**src/rtl/instr_mem_pkg.sv**
```systemverilog
// Shared constants and the built-in program formula for the instruction store.
// default_word() is the single source of the ROM image for design and bench alike.
package instr_mem_pkg;

  localparam int DEFAULT_ADDR_W  = 16;
  localparam int DEFAULT_INSTR_W = 64;
  localparam int DEFAULT_DEPTH   = 32;

  typedef logic [63:0] instr_t;

  localparam instr_t      NOP_INSTR = 64'h0;
  localparam logic [15:0] SIGNATURE = 16'hC0DE;

  // Built-in word i: signature, index, zero half-word, inverted index.
  function automatic instr_t default_word(input logic [15:0] idx);
    return {SIGNATURE, idx, 16'h0000, ~idx};
  endfunction

endpackage

```
**src/rtl/instruction_memory.sv**
```systemverilog
// Word-addressed instruction store with a registered, one-cycle-latency read port.
// Define INSTR_MEM_WRITE_PORT_EN to add a read-first programming port (wr_en/wr_addr/wr_data).
module instruction_memory
  import instr_mem_pkg::*;
#(
  parameter int ADDR_W  = DEFAULT_ADDR_W,
  parameter int INSTR_W = DEFAULT_INSTR_W,
  parameter int DEPTH   = DEFAULT_DEPTH
) (
  input  logic               clk,
  input  logic               rst_n,
  input  logic [ADDR_W-1:0]  address,
`ifdef INSTR_MEM_WRITE_PORT_EN
  input  logic               wr_en,
  input  logic [ADDR_W-1:0]  wr_addr,
  input  logic [INSTR_W-1:0] wr_data,
`endif
  output logic [INSTR_W-1:0] ins
);

  localparam int IDX_W = (DEPTH > 1) ? $clog2(DEPTH) : 1;
  localparam logic [INSTR_W-1:0] NOP = INSTR_W'(NOP_INSTR);

  logic [INSTR_W-1:0] mem [DEPTH];
  logic               in_range;
  logic [IDX_W-1:0]   idx;

  for (genvar g = 0; g < DEPTH; g++) begin : g_word
`ifdef INSTR_MEM_WRITE_PORT_EN
    logic [INSTR_W-1:0] word = INSTR_W'(default_word(16'(g)));

    // NOTE: storage deliberately has no reset; only the output register is
    // cleared, so a reset pulse can never disturb a programmed image.
    always_ff @(posedge clk) begin
      if (rst_n && wr_en && (wr_addr == ADDR_W'(g)))
        word <= wr_data;
    end
`else
    localparam logic [INSTR_W-1:0] word = INSTR_W'(default_word(16'(g)));
`endif
    assign mem[g] = word;
  end

  // Extra MSB keeps the compare exact even when DEPTH == 2**ADDR_W.
  assign in_range = ({1'b0, address} < (ADDR_W+1)'(DEPTH));
  assign idx      = address[IDX_W-1:0];

  // NOTE: non-blocking assignment here is what makes a same-edge write
  // read-first: the read samples the word before the write updates it.
  always_ff @(posedge clk or negedge rst_n) begin
    if (!rst_n)
      ins <= NOP;
    else if (in_range)
      ins <= mem[idx];
    else
      ins <= NOP;
  end

endmodule

```
**config.mk**
```make
export PLATFORM = sky130hd
export DESIGN_NAME = instruction_memory
export DESIGN_NICKNAME = d
export VERILOG_FILES = /design/src/rtl/instr_mem_pkg.sv /design/src/rtl/instruction_memory.sv
export SDC_FILE = /design/constraint.sdc
export NUM_CORES = 1
export LEC_CHECK = 0
export BUFFER_PORTS_ARGS = -buffer_cell sky130_fd_sc_hd__buf_2
export CAP_MARGIN = 20
export CORE_UTILIZATION = 36
export DETAILED_ROUTE_END_ITERATION = 8
export HOLD_SLACK_MARGIN = 0.08
export MAX_ROUTING_LAYER = met4
export PLACE_DENSITY_LB_ADDON = 0.2
export SYNTH_ARGS = -nofsm -noshare
export SYNTH_HDL_FRONTEND = slang
export SYNTH_SLANG_ARGS = --single-unit
```
**constraint.sdc**
```tcl
create_clock -name clk -period 1 [get_ports clk]
set_input_delay 0.1 -clock clk [delete_from_list [all_inputs] [get_ports clk]]
set_output_delay 0.1 -clock clk [all_outputs]
set_load 0.005 [all_outputs]
```
After elaboration in Yosys (flattened, before gate mapping) --
Memory sizes are Yosys's and may differ from the RTL's. Index checks and enable logic that the tools add are counted.
Operators by class: magnitude comparators 2, multiplexer cells 3, bitwise logic cells 1
Operators with widths (number):
- $mux W64 | 3
- $lt A16 B6 Y1 const B | 1
- $ge A6 B6 Y1 const B | 1
- $not A5 Y6 | 1
Storage, ports and cells: bits in registers 64, memory bits (read-only) 2048, input port bits 18, logic and storage cells 8, memories kept 1
Memories:
- (name not given) | words 32, width 64, read ports 1, clocked after memory_dff 0, wr ports 0, line instruction_memory.sv:54 | ins <= mem[idx];

Depth between registers and ports, before layout --
depth after elaboration 5, gate-level depth with buffers 3, mapped depth without buffers 2

Least setup slack after synthesis --
No wires, ideal clock.
kind input to register, start point input port address[14], end point register ins[0], library setup time 0.097 ns, arrival 0.999 ns, path slack -0.096 ns, cell stages on the path 3, buffers on the path 1, cells stage by stage or4_4 -> buf_6 -> nor4_2
Between the ends: word-level cells in the longest chain between the ends 2
Ends and longest elaborated chain:
- start: declaration | line instruction_memory.sv:12 | input logic [ADDR_W-1:0] address,
- $lt A16 B6 Y1 | line instruction_memory.sv:45 | assign in_range = ({1'b0, address} < (ADDR_W+1)'(DEPTH));
- $mux W64 | line instruction_memory.sv:53 | else if (in_range)
- end signal: assignment | line instruction_memory.sv:54
- end: declaration | line instruction_memory.sv:18 | output logic [INSTR_W-1:0] ins
Every way passes these cells.

==> summary by stage <==
Global routing
The number of global-route vias before repair is about 500. Entering global routing, the biggest net connects 20 pins. The global-route wire length before repair is 2.13 mm. The initial antenna violation count is 0. Global routing used between 10% and 20% of the available tracks. The total overflow left after global routing is 0.

Final layout
The layout overhead on the synthesized area is 18.9%. 0 antenna diodes ended up in the layout. The number of inserted filler cells in the final layout is 229. The flip-flop count of the largest register after layout is 11. In the final layout, the registers with the most flip-flops are ins x11. The register with the most flip-flops in the final layout is ins. The number of non-filler instances in the completed layout is roughly 160. Cells with a size suffix above 1 make up 57.7% of the layout. The post-layout net count is about 150.

After routing the design area is 1070 sq um.

Synthesis
The primary flip-flop cell chosen by synthesis mapping is dfrtp_1. Of all flip-flops after synthesis, the portion carrying an async set or reset was 100%. The Yosys warning count is 0. After synthesis, the cell types taking the most area are buf_4 (44%), dfrtp_1 (31%), nor4_2 (13%), or4b_2 (4.4%), buf_6 (1.3%). Counting flops and latches in the post-synthesis netlist gives 11. The number of unique standard cell types used by synthesis is 14. The post-synthesis cell area is 901 sq um. In this run the mean area of a mapped cell was 10.4 sq um. Summing the sequential cell areas from Yosys gives 30.6% of the chip area. In this run the biggest area consumer among cell types represents 44.2% of the synthesized area.

The dominant cell by count in the synthesized netlist is buf_4. The number of enable flip-flop cells after synthesis is 0. Of all cell types, the one taking the most synthesized area is buf_4. The number of instances in the synthesized netlist is a little under 90.

Sorting the synthesized cells by how often they occur yields buf_4 (53), dfrtp_1 (11), nor4_2 (9), or4b_2 (4).

Min path
The count of cells along the worst hold path is 3. The type of the most critical hold path is in -> reg. The hold-critical path endpoint is ins[35]. The worst min-delay path startpoint is address[10].

Route
The routed layout has 642 vias. The ratio of routed vias to standard cells is 4.06. The met3 wirelength from detailed routing is 194 um. The overall routed net length is 1.50 mm. In this run the remaining antenna-violating nets after routing total 0. After detailed routing, the average wire length per cell comes to approximately 9.5 um. After detailed routing, the number of remaining DRC violations is 0.

Routed signal wires occupy layers up through met4. The detailed-routed wire length on met2 is 810 um. The detailed router finished its first iteration with 2 violations.

The first TritonRoute pass finished after 2 iterations. The sum of routed wire segments on met1 is 486 um.

Critical path
The cell type of the slowest stage on the worst timing path is dfrtp_2. The critical path is of the reg -> out type. The critical path buffer and inverter count is 2. The endpoint kind of the worst setup timing path is a primary output. The kind of cell adding the most delay to the critical path is flip-flops. The largest fanout on the critical path is 10. The data required time at the worst endpoint is about 0.90 ns. The critical path goes through buf_6 -> buf_2. Data arrives at the worst endpoint at 0.93 ns. The maximum single-stage delay on the critical path is 0.41 ns. The nature of the critical path startpoint is a flop.

Timing
The sum of negative setup slack is -0.516 ns. The count of endpoints failing hold in the final timing report was 0. Setup repair after global routing could not meet its margin everywhere. The time the worst path needs with I/O delays and setup is ~1 ns. The number of max-slew violations in the final report came to 0. The top achievable clock speed is 0.972 GHz. Dividing the final minimum period by the clock period gives 103%. Setup violations remaining at the end of the flow were counted as 19. In the post-route analysis, the smallest setup slack over all paths is -0.0293 ns.

Placed design
The global placer's final weighted congestion is 0.780. Once detailed placement completed, the half-perimeter wirelength came to ~1.1 mm. The number of placed instances, taps included, is 146. The port buffer count is 46. Summing all placed instances gives a cell area of 928 sq um.

Power
The proportion of power drawn by the clock network is 32.9%. For this design the ratio of total power to cell area is 838 nW/um^2. The internal portion of the total power is 664 uW. After layout, the design draws a total of about 900 uW. The highest ir drop seen on vdd is 0.564 mV.

For this design the total switching power over the nets is 234 uW. The combinational power share is 17.6%. The static leakage is 0.615 nW. The sequential fraction of design power is 49.5%. Net switching is 26.0% of the power.

Die
The effective utilization at floorplan is 39.6%. The die covers 2710 sq um. In this run the standard cell core region covers 2280 sq um. The floorplan step set the die width to 52.0 um. The top-level port count is a little over 80. Measured along the y axis, the die boundary spans 52.0 um. The floorplan has 17 rows.

Clock tree
The root buffer cell is clkbuf_4. In this run the number of H-tree levels came out at 1. The clock drives 11 sinks.

TritonCTS built the clock tree. After clock tree synthesis, the clock-pin slew on the worst setup and hold paths is 0.07 ns. Buffers inserted during clock tree synthesis total 3. In this run the deepest clock path goes through 2 buffers.

Run status
The checks that failed: setup timing. The run finished, with violations left.

Job
The number of max-cap violations is 0.
## worst max path at each step
| stage | start | end | slack, ns | cells after the start |
|---|---|---|---|---|
| floorplan | address[14] | ins[0] | -0.1 | 3 |
| global placement | address[14] | ins[36] | -0.24 | 3 |
| detailed placement | address[14] | ins[36] | -0.28 | 3 |
| CTS | ins[62] | ins[50] | -0.03 | 1 |
| global route | ins[62] | ins[5] | -0.08 | 2 |
| finish | ins[62] | ins[11] | -0.03 | 2 |
## placed cells by master (no fill, tap or decap), types with 2 or more instances in the layout
cell type	n
conb_1	35
clkbuf_4	3
nor4_2	7
dlygate4sd3_1	6
buf_2	46
buf_6	2
buf_4	7
nor4_4	3
or4b_2	4
dfrtp_1	10
## layout make-up
| class | instances | area (sq um) | share of cell area (%) |
|---|---|---|---|
| multi-input combinational | 54 | 368 | 34.3 |
| sequential | 11 | 277 | 25.8 |
| tap | 28 | 35.0 | 3.27 |
| timing repair buffer | 61 | 365 | 34.1 |
| clock buffer | 4 | 26.3 | 2.45 |
## kinds of logic after synthesis
kind of cell | synth area share (%)
and+or+nand+nor | 22.6
other | 0.416
DFF | 30.6
buffers and inverters | 46.4
## power by group through the flow
| stage | clock, mW | sequential (mW) | combinational (mW) |
|---|---|---|---|
| after global placement | 0 | 0.453 | 0.126 |
| after CTS | 0.312 | 0.445 | 0.147 |
| after floorplan | 0 | 0.454 | 0.157 |
| final | 0.295 | 0.445 | 0.158 |
| after global routing | 0.340 | 0.444 | 0.178 |
| after detailed placement | 0 | 0.453 | 0.130 |
## per-layer routing
layer | vias to the layer above | track usage [%]
li1 | 293 | -
met1 | 292 | 11.1
met2 | 55 | 19.9
met3 | 2 | 3.22
met4 | 0 | 8.11
met5 | - | -
## per-stage QoR
step	hold WS (ns)	util [%]	setup slack [ns]
floorplan	-0.196	-	-0.0963
global placement	-0.0275	40.8	-0.240
detailed placement	-0.0176	40.8	-0.283
CTS	0.127	44.6	-0.0330
global route	0.154	47.1	-0.0777
finish	0.149	47.1	-0.0293
## what timing repair did
| item | in CTS | in global routing |
|---|---|---|
| setup buffers | 0 | 2 |
| gates resized for setup | 1 | 8 |
| hold buffers | 6 | 0 |
| endpoints found under the setup margin | 19 | 21 |
| endpoints found under the hold margin | 16 | 0 |
(Power assumes the default switching activity.)
